==> src/rtl/range_finder_mt_if.sv <==
// range_finder_mt_if: groups the strobe, sample and result signals of
// range_finder_mt. The master side drives the run control and sample bus,
// the slave side (the range finder) returns status and results.
interface range_finder_mt_if #(
    parameter int WIDTH = 8,
    parameter int CNT_W = 8
);
    logic             go;
    logic             finish;
    logic             signed_mode;
    logic [WIDTH-1:0] data_in;
    logic [WIDTH-1:0] range;
    logic [WIDTH-1:0] min_out;
    logic [WIDTH-1:0] max_out;
    logic [CNT_W-1:0] count;
    logic             valid;
    logic             busy;
    logic             error;

    modport master (
        output go, finish, signed_mode, data_in,
        input  range, min_out, max_out, count, valid, busy, error
    );

    modport slave (
        input  go, finish, signed_mode, data_in,
        output range, min_out, max_out, count, valid, busy, error
    );
endinterface

==> src/rtl/range_finder_mt.sv <==
// range_finder_mt: tracks min/max of a sampled stream between go and finish
// strobes, then reports range, min, max and sample count with a one-cycle
// valid pulse. Protocol violations park the block in ERR until the next go.
// Optional feature macro: RANGE_FINDER_MT_COUNT_EN enables the saturating
// sample counter; without it count is tied to zero.
module range_finder_mt #(
    parameter int WIDTH = 8,
    parameter int CNT_W = 8
) (
    input logic              clock,
    input logic              reset_n,
    range_finder_mt_if.slave bus
);
    typedef enum logic [1:0] {IDLE, RUN, ERR} state_t;

    state_t           state, state_next;
    logic             accept_go, accept_finish, take_sample, error_evt;
    logic             sgn;
    logic [WIDTH-1:0] cur_min, cur_max, new_min, new_max;
    logic [WIDTH-1:0] range_q, min_q, max_q;
    logic             valid_q;

    // Ordering compare in the mode latched at go.
    function automatic logic less_than(input logic [WIDTH-1:0] a,
                                       input logic [WIDTH-1:0] b,
                                       input logic             s);
        return s ? ($signed(a) < $signed(b)) : (a < b);
    endfunction

    // State register.
    // NOTE: sequential state uses non-blocking assignments so every flop
    // samples pre-edge values regardless of block ordering.
    always_ff @(posedge clock or negedge reset_n) begin
        if (!reset_n) state <= IDLE;
        else          state <= state_next;
    end

    // Decode strobes against the current state and pick the next state.
    // NOTE: every signal gets a default first so no path leaves it unassigned
    // (which would infer a latch).
    always_comb begin
        accept_go     = 1'b0;
        accept_finish = 1'b0;
        take_sample   = 1'b0;
        error_evt     = 1'b0;
        state_next    = state;
        if (bus.go && bus.finish) begin
            error_evt = 1'b1;
        end else if (state == RUN) begin
            if (bus.go) begin
                error_evt = 1'b1;
            end else begin
                take_sample   = 1'b1;
                accept_finish = bus.finish;
            end
        end else begin
            if (bus.finish) error_evt = 1'b1;
            else            accept_go = bus.go;
        end
        if (error_evt)          state_next = ERR;
        else if (accept_go)     state_next = RUN;
        else if (accept_finish) state_next = IDLE;
    end

    // Candidate extremes including this cycle's sample.
    always_comb begin
        new_min = less_than(bus.data_in, cur_min, sgn) ? bus.data_in : cur_min;
        new_max = less_than(cur_max, bus.data_in, sgn) ? bus.data_in : cur_max;
    end

    // Running min/max and compare mode for the active run.
    always_ff @(posedge clock or negedge reset_n) begin
        if (!reset_n) begin
            cur_min <= '0;
            cur_max <= '0;
            sgn     <= 1'b0;
        end else if (accept_go) begin
            cur_min <= bus.data_in;
            cur_max <= bus.data_in;
            sgn     <= bus.signed_mode;
        end else if (take_sample) begin
            cur_min <= new_min;
            cur_max <= new_max;
        end
    end

    // Result registers: updated only by an accepted finish, held otherwise.
    always_ff @(posedge clock or negedge reset_n) begin
        if (!reset_n) begin
            range_q <= '0;
            min_q   <= '0;
            max_q   <= '0;
            valid_q <= 1'b0;
        end else begin
            valid_q <= accept_finish;
            if (accept_finish) begin
                range_q <= new_max - new_min;
                min_q   <= new_min;
                max_q   <= new_max;
            end
        end
    end

`ifdef RANGE_FINDER_MT_COUNT_EN
    logic [CNT_W-1:0] cnt, cnt_inc, count_q;

    // Saturating increment: holds at all-ones instead of wrapping.
    always_comb cnt_inc = (cnt == '1) ? cnt : cnt + CNT_W'(1);

    // Sample counter and its reported copy.
    always_ff @(posedge clock or negedge reset_n) begin
        if (!reset_n) begin
            cnt     <= '0;
            count_q <= '0;
        end else begin
            if (accept_go)        cnt <= CNT_W'(1);
            else if (take_sample) cnt <= cnt_inc;
            if (accept_finish)    count_q <= cnt_inc;
        end
    end

    assign bus.count = count_q;
`else
    assign bus.count = '0;
`endif

    assign bus.range   = range_q;
    assign bus.min_out = min_q;
    assign bus.max_out = max_q;
    assign bus.valid   = valid_q;
    assign bus.busy    = (state == RUN);
    assign bus.error   = (state == ERR);
endmodule

==> src/flat_wrapper.sv <==
// flat-port wrapper written by rule: the top's interface ports become plain ports
module range_finder_mt_flat 
#(
    parameter int WIDTH = 8,
    parameter int CNT_W = 8
)
  (clock, reset_n, bus_go, bus_finish, bus_signed_mode, bus_data_in, bus_range, bus_min_out, bus_max_out, bus_count, bus_valid, bus_busy, bus_error);
  range_finder_mt_if #(.WIDTH(WIDTH), .CNT_W(CNT_W)) bus_i ();
  input logic clock;
  input logic reset_n;
  input wire logic [$bits(bus_i.go)-1:0] bus_go;
  input wire logic [$bits(bus_i.finish)-1:0] bus_finish;
  input wire logic [$bits(bus_i.signed_mode)-1:0] bus_signed_mode;
  input wire logic [$bits(bus_i.data_in)-1:0] bus_data_in;
  output wire logic [$bits(bus_i.range)-1:0] bus_range;
  output wire logic [$bits(bus_i.min_out)-1:0] bus_min_out;
  output wire logic [$bits(bus_i.max_out)-1:0] bus_max_out;
  output wire logic [$bits(bus_i.count)-1:0] bus_count;
  output wire logic [$bits(bus_i.valid)-1:0] bus_valid;
  output wire logic [$bits(bus_i.busy)-1:0] bus_busy;
  output wire logic [$bits(bus_i.error)-1:0] bus_error;
  assign bus_i.go = bus_go;
  assign bus_i.finish = bus_finish;
  assign bus_i.signed_mode = bus_signed_mode;
  assign bus_i.data_in = bus_data_in;
  assign bus_range = bus_i.range;
  assign bus_min_out = bus_i.min_out;
  assign bus_max_out = bus_i.max_out;
  assign bus_count = bus_i.count;
  assign bus_valid = bus_i.valid;
  assign bus_busy = bus_i.busy;
  assign bus_error = bus_i.error;
  range_finder_mt #(.WIDTH(WIDTH), .CNT_W(CNT_W)) u_core (.clock(clock), .reset_n(reset_n), .bus(bus_i));
endmodule
==> config.mk <==
export PLATFORM = sky130hd
export DESIGN_NAME = range_finder_mt_flat
export DESIGN_NICKNAME = d
export VERILOG_FILES = /design/src/rtl/range_finder_mt_if.sv /design/src/rtl/range_finder_mt.sv /design/src/flat_wrapper.sv
export SDC_FILE = /design/constraint.sdc
export NUM_CORES = 1
export LEC_CHECK = 0
export CORE_MARGIN = 1
export CORE_UTILIZATION = 45
export DETAILED_ROUTE_END_ITERATION = 8
export PLACE_DENSITY_LB_ADDON = 0.25
export SYNTH_ARGS = -nofsm -noshare
export SYNTH_HDL_FRONTEND = slang
export SYNTH_SLANG_ARGS = --single-unit
export TNS_END_PERCENT = 100
==> constraint.sdc <==
create_clock -name clock -period 3.7 [get_ports clock]
set_input_delay 0.555 -clock clock [delete_from_list [all_inputs] [get_ports clock]]
set_output_delay 0.555 -clock clock [all_outputs]
set_load 0.01 [all_outputs]
==> After elaboration in Yosys (flattened, before gate mapping) <==
Cells that the tools add are included.
{ "totals": {"regBits": 44, "output_inout_bits": 35} }
{ "classes": {"n_addsub": 1, "n_eq_ne": 2, "n_reduce_logical": 3, "n_mux": 24, "magnitude_cmp": 4} }
{ "op_table": {"columns": ["op", "count"], "rows": [
  ["$mux 8", 6],
  ["$lt 8x8->1", 4],
  ["$mux 1", 15],
  ["$sub 8x8->8", 1],
  ["$mux 2", 3],
  ["$reduce_bool 3->1", 1],
  ["$eq 2x1->1 const B", 1],
  ["$eq 2x2->1 const B", 1],
  ["$reduce_bool 2->1", 1],
  ["$logic_and 1x1->1", 1]
]} }

==> Depth between registers and ports, before layout <==
{ "logic_depth": {"ltp_word": 6, "ltp_mapped": 17, "depth_no_buf": 17} }

==> Least setup slack after synthesis <==
Ideal clock, no wire load.
{ "synth_path": {"path_kind": "input to register", "startpoint": "input bus_data_in[6]", "endpoint": "register u_core.range_q[7] (netlist: u_core.bus.range[7])", "cell_stages": 15, "slack_ps": 217, "arrival_ps": 3401, "required_ps": 3618, "setup_time_ps": 82, "path_buffers": 1, "path_cell_list": "ha_1 > a21o_1 > a21oi_1 > mux2i_1 > nand2_4 > buf_2 > nor2_1 > a21oi_1 > ha_1 > o21ai_0 > a21oi_1 > o21ai_0 > a211o_1 > or3_1 > a31oi_1"} }
{ "synth_between": {"elab_chain_len": 4, "elab_cells_between_ends": 9, "classes_between": "add/sub: 1; order compare: 4; mux: 4"} }
{ "synth_rtl": {"columns": ["element", "line", "source"], "rows": [
  ["start: declaration", "flat_wrapper.sv:14", "input wire logic [$bits(bus_i.data_in)-1:0] bus_data_in;"],
  ["$lt 8x8->1", "range_finder_mt.sv:27", "return s ? ($signed(a) < $signed(b)) : (a < b);"],
  ["$mux 1", "range_finder_mt.sv:27", null],
  ["$mux 8 (on tied branches)", "range_finder_mt.sv:68, range_finder_mt.sv:67", null],
  ["$sub 8x8->8 (*)", "range_finder_mt.sv:97", "range_q <= new_max - new_min;"],
  ["end signal: assignment", "range_finder_mt.sv:97", null],
  ["end: declaration", "range_finder_mt.sv:20", "logic [WIDTH-1:0] range_q, min_q, max_q;"]
]} }
Every way passes the cells marked *; elsewhere a longest branch is shown, timed or not.
A chain may end at the register's enable or synchronous reset.

==> Worst setup path in the final report <==
{ "layout_path": {"startpoint": "input bus_data_in[3]", "endpoint": "register u_core.range_q[7] (netlist: u_core.bus.range[7])"} }
{ "layout_between": {"elab_chain_len": 4, "elab_cells_between_ends": 9, "classes_between": "add/sub: 1; order compare: 4; mux: 4"} }
{ "layout_rtl": {"columns": ["element", "line", "source"], "rows": [
  ["$lt 8x8->1", "range_finder_mt.sv:27", null],
  ["$mux 1 (*)", "range_finder_mt.sv:27", null],
  ["$mux 8 (*)", "range_finder_mt.sv:68", "new_max = less_than(cur_max, bus.data_in, sgn) ? bus.data_in : cur_max;"],
  ["named net u_core.new_max[1]", "range_finder_mt.sv:19", "logic [WIDTH-1:0] cur_min, cur_max, new_min, new_max;"],
  ["$sub 8x8->8 (*)", "range_finder_mt.sv:97", null]
]} }
Mark *: on every way through the listed nets, which the timed path passes. The rest lies on a longest branch.

==> results.txt <==
- Run status: finished, final reports clean
* Tot GR Track Use: 0.191
* Endpoint arrival time on the critical path: 3.75 ns
- Setup repair after global routing left no endpoint under its margin.
- Post-route worst setup slack: 0.174 ns
- Leading cell type in the layout, fill and taps excluded: nand2_1
* EDFF count, synth: 0
* Post-synthesis compound-gate area fraction: 0.178
- Number of max-capacitance violations reported: 0
- Total leakage power: 1.75 nW
* Number of antenna violations at the first check in global routing: 0
- Initial Util: 0.466
- The floorplan step set the die height to 77.5 um.
* Antenna diode instance count: 0
- The layout has 433 filler cells.
- In this run the power density over the cells is 635 nW/um^2.
* Top cells by area in the synthesized netlist: dfrtp_1, ha_1, nand2_1, o21ai_0, mux2_2
* CORE AREA: 5510 um^2
* Count of clock tree sinks: 44
- Of the total synthesized cell area, the portion taken by full adders, half adders and majority gates is 0.110.
* Worst-Skew Late Latency: 0.30 ns
- For this block, the initial DRC count from the detailed router was 60.
- Commonest cells after routing, fill and taps aside: nand2_1, buf_4, dfrtp_1
- The cell family contributing the most delay on the critical path is compound AO/OA/AOI/OAI gates.
- Total via count in the routed design: 2127
- Hold Violations, Final: 0
* Largest family of logic cells by synthesized area: compound AO/OA/AOI/OAI gates
* Worst setup skew after layout: 0.00268 ns
- A synthesized cell averages 9.29 um^2.
* CP startpoint kind: input port
- The critical path goes through clkdlybuf4s50_1, inv_1, ha_1, o21a_1, o21ai_2, o211ai_2, nand2_2, mux2i_2, inv_1, ha_1, nor2b_1, o21ai_1, a21oi_2, o21ai_1, a211o_1, or3_1, a31oi_1.
- For the worst flop-to-flop path, the logic depth is 16.
- Crit path buffers/inverters: 3
- Clock tree synthesis selected as its root buffer the cell clkbuf_8.
- Of all nets on the critical path, the largest fanout is 4.
* Post-detailed-route count of antenna-violating nets: 0
- The synthesized design contains 44 register bits.
- After layout, the minimum clock period comes to 3.53 ns.
* Largest net degree at the start of global routing: 45
* Clock-pin slew on the worst setup and hold paths: 0.08 ns
- Post-Synth Simple-Gate Area: 0.137
- The clock passes through at most 2 buffers.
* Endpoint type of the worst setup path: flip-flop
- Counting flops with an async set or reset pin after synthesis yields a share of 1.00.
- Via count of the first global-routing pass: 2080
* Worst-case headroom to the max-slew limit: 0.374
- IR analysis of the VDD net gives a maximum drop of 0.258 mV.
* Number of cells produced by synthesis: 276
- Half-perimeter wire length after detailed placement: 4010 um
- The floorplan has 27 rows.
- In the final layout, the share of cells above drive strength 1 is 0.249.
- CP Class: in -> reg
- The share of synthesized area in the top cell type comes to 0.429.
* Number of warnings reported in the yosys synthesis log: 0
- Using the TritonRoute via totals, the vias-per-cell ratio works out to 4.86.
- Dividing the final minimum period by the clock period gives 0.953.
* Cell accounting for the most synthesized area: dfrtp_1
* Mapped Area: 2560 um^2
- Worst slack at placement: -0.419 ns
* Logic depth of the worst setup path including buffers: 17
- The final number of max-transition violations came to 0.
* Number of failing setup endpoints in the final timing report: 0
* Post-layout util: 0.646
- The first global-routing pass estimated 9160 um of wire.
- For this run, the post-layout net count is 400.
- Of the total synthesized cell area, the portion taken by XOR and XNOR cells is 0.0171.
* CTS HTree Levels: 2
- For this run, the number of standard cells in the final layout without fillers is 438.
* Number of detailed-route iterations in the first pass: 4
- Library cells used by synthesis: 43
* Instance count after placement with tap cells included: 423
- Area added between synthesis and finish: 38.6%
- At the pin with the least slew margin, the transition time is 0.939 ns.
- Multiplexer share of the synthesized area: 0.0551
- # port buffers: 39
- For this design the top-level I/O count stands at 48.
- For this run, design rule violations remaining after detail routing come to 0.
- In the final routed layout, each cell accounts on average for 12.5 um.
- Die Outline Area: 6010 um^2
- Horizontal extent of the die: 77.5 um
- The worst hold path belongs to the class in -> async.
- For this run, the slowest stage of the critical path takes 0.47 ns.
- Of the synthesized area, sequential elements account for 0.429.
- On the critical path, the stage with the largest delay is an instance of clkdlybuf4s50_1.
- GPL Wtd Cong: 0.825
* Total overflow reported by the global router: 0
- Hold buffer count at CTS: 0
- Data required time of the worst path: 3.92 ns
- Wires add up to 5470 um.
* CTS tree: done
- Dominant synthesized flop cell: dfrtp_1
- Number of clock buffers inserted by TritonCTS: 5
- Based on the critical path, the design can be clocked at up to 0.284 GHz.
[what timing repair did]
item                                    4_1_cts  5_1_grt
hold endpoints to repair                      0        0
endpoints found under the setup margin        2        5
buffers inserted                              5        2
pin swaps                                     3        8
gates resized for setup                       6       19
[path summary, 6_finish.rpt]
kind / startpoint / end / slack [ns]
hold reg to reg: u_core.bus.max_out[2] / u_core.bus.max_out[2] / 0.48
setup reg to reg: u_core.cur_min[7] / u_core.bus.range[7] / 0.35
hold / removal: reset_n / u_core.bus.max_out[4] / 0.40
min in group clock: u_core.bus.max_out[2] / u_core.bus.max_out[2] / 0.48
setup / recovery: bus_data_in[3] / u_core.bus.range[7] / 0.17
max in group asynchronous: reset_n / u_core.bus.max_out[2] / 2.72
[flip-flops by register name (all words and copies together), names as in the netlist]
| register | flops |
|---|---|
| u_core.bus.max_out | 8 |
| u_core.bus.min_out | 8 |
| u_core.bus.range | 8 |
| u_core.cur_max | 8 |
| u_core.cur_min | 8 |
| u_core.state | 2 |
| u_core.bus.valid | 1 |
| u_core.sgn | 1 |
[logic make-up (layout without fill, tap and decap cells)]
group,after synthesis,in the layout
xor+xnor,5,5
simple gates,82,82
buf+inv,38,121
flops,44,44
compound gates,71,71
mux,13,13
fa+ha+maj,22,22
other cells,1,8
[synth_stat cells, types with 4 or more instances]
library cell and number:
a21oi_1 14, buf_4 8, clkbuf_1 4, dfrtp_1 44, ha_1 21, inv_1 21
mux2_2 9, mux2i_1 4, nand2_1 53, nor2_1 14, nor2b_1 5, o21ai_0 35
[per-layer routing]
metal  global-route usage  routed length, um  vias up
met4               0.0830                109        0
met3               0.0306                158       11
li1                     -                  -     1100
met2                0.315               2650       39
met1                0.247               2560      977
met5                    0                  0        -
[final cells by class]
type,count,area (um^2),area share
Multi-Input combinational cell,201,1400,0.395
Sequential cell,44,1100,0.310
Timing Repair Buffer,91,788,0.222
Clock buffer,8,90.1,0.0253
Tap cell,72,90.1,0.0253
Inverter,22,82.6,0.0232
[where the power goes]
part	total [mW]	switching, mW	internal [mW]
Clock	0.306	0.154	0.152
Combinational	1.26	0.545	0.711
Sequential	0.696	0.0841	0.612
Total	2.26	0.783	1.48
[stage by stage]
stage          hold slack (ns)  setup TNS, ns  power [mW]  cell area [um^2]
6_report                 0.399              0        2.26              3560
5_1_grt                  0.485              0        2.43              3560
4_1_cts                  0.440              0        2.21              3450
3_5_place_dp             0.462          -1.15        1.84              3300
3_3_place_gp             0.459         -0.950        1.81              3300
2_1_floorplan            0.259              0        1.31              2590
Note: power is estimated with default switching activity, not from simulation.
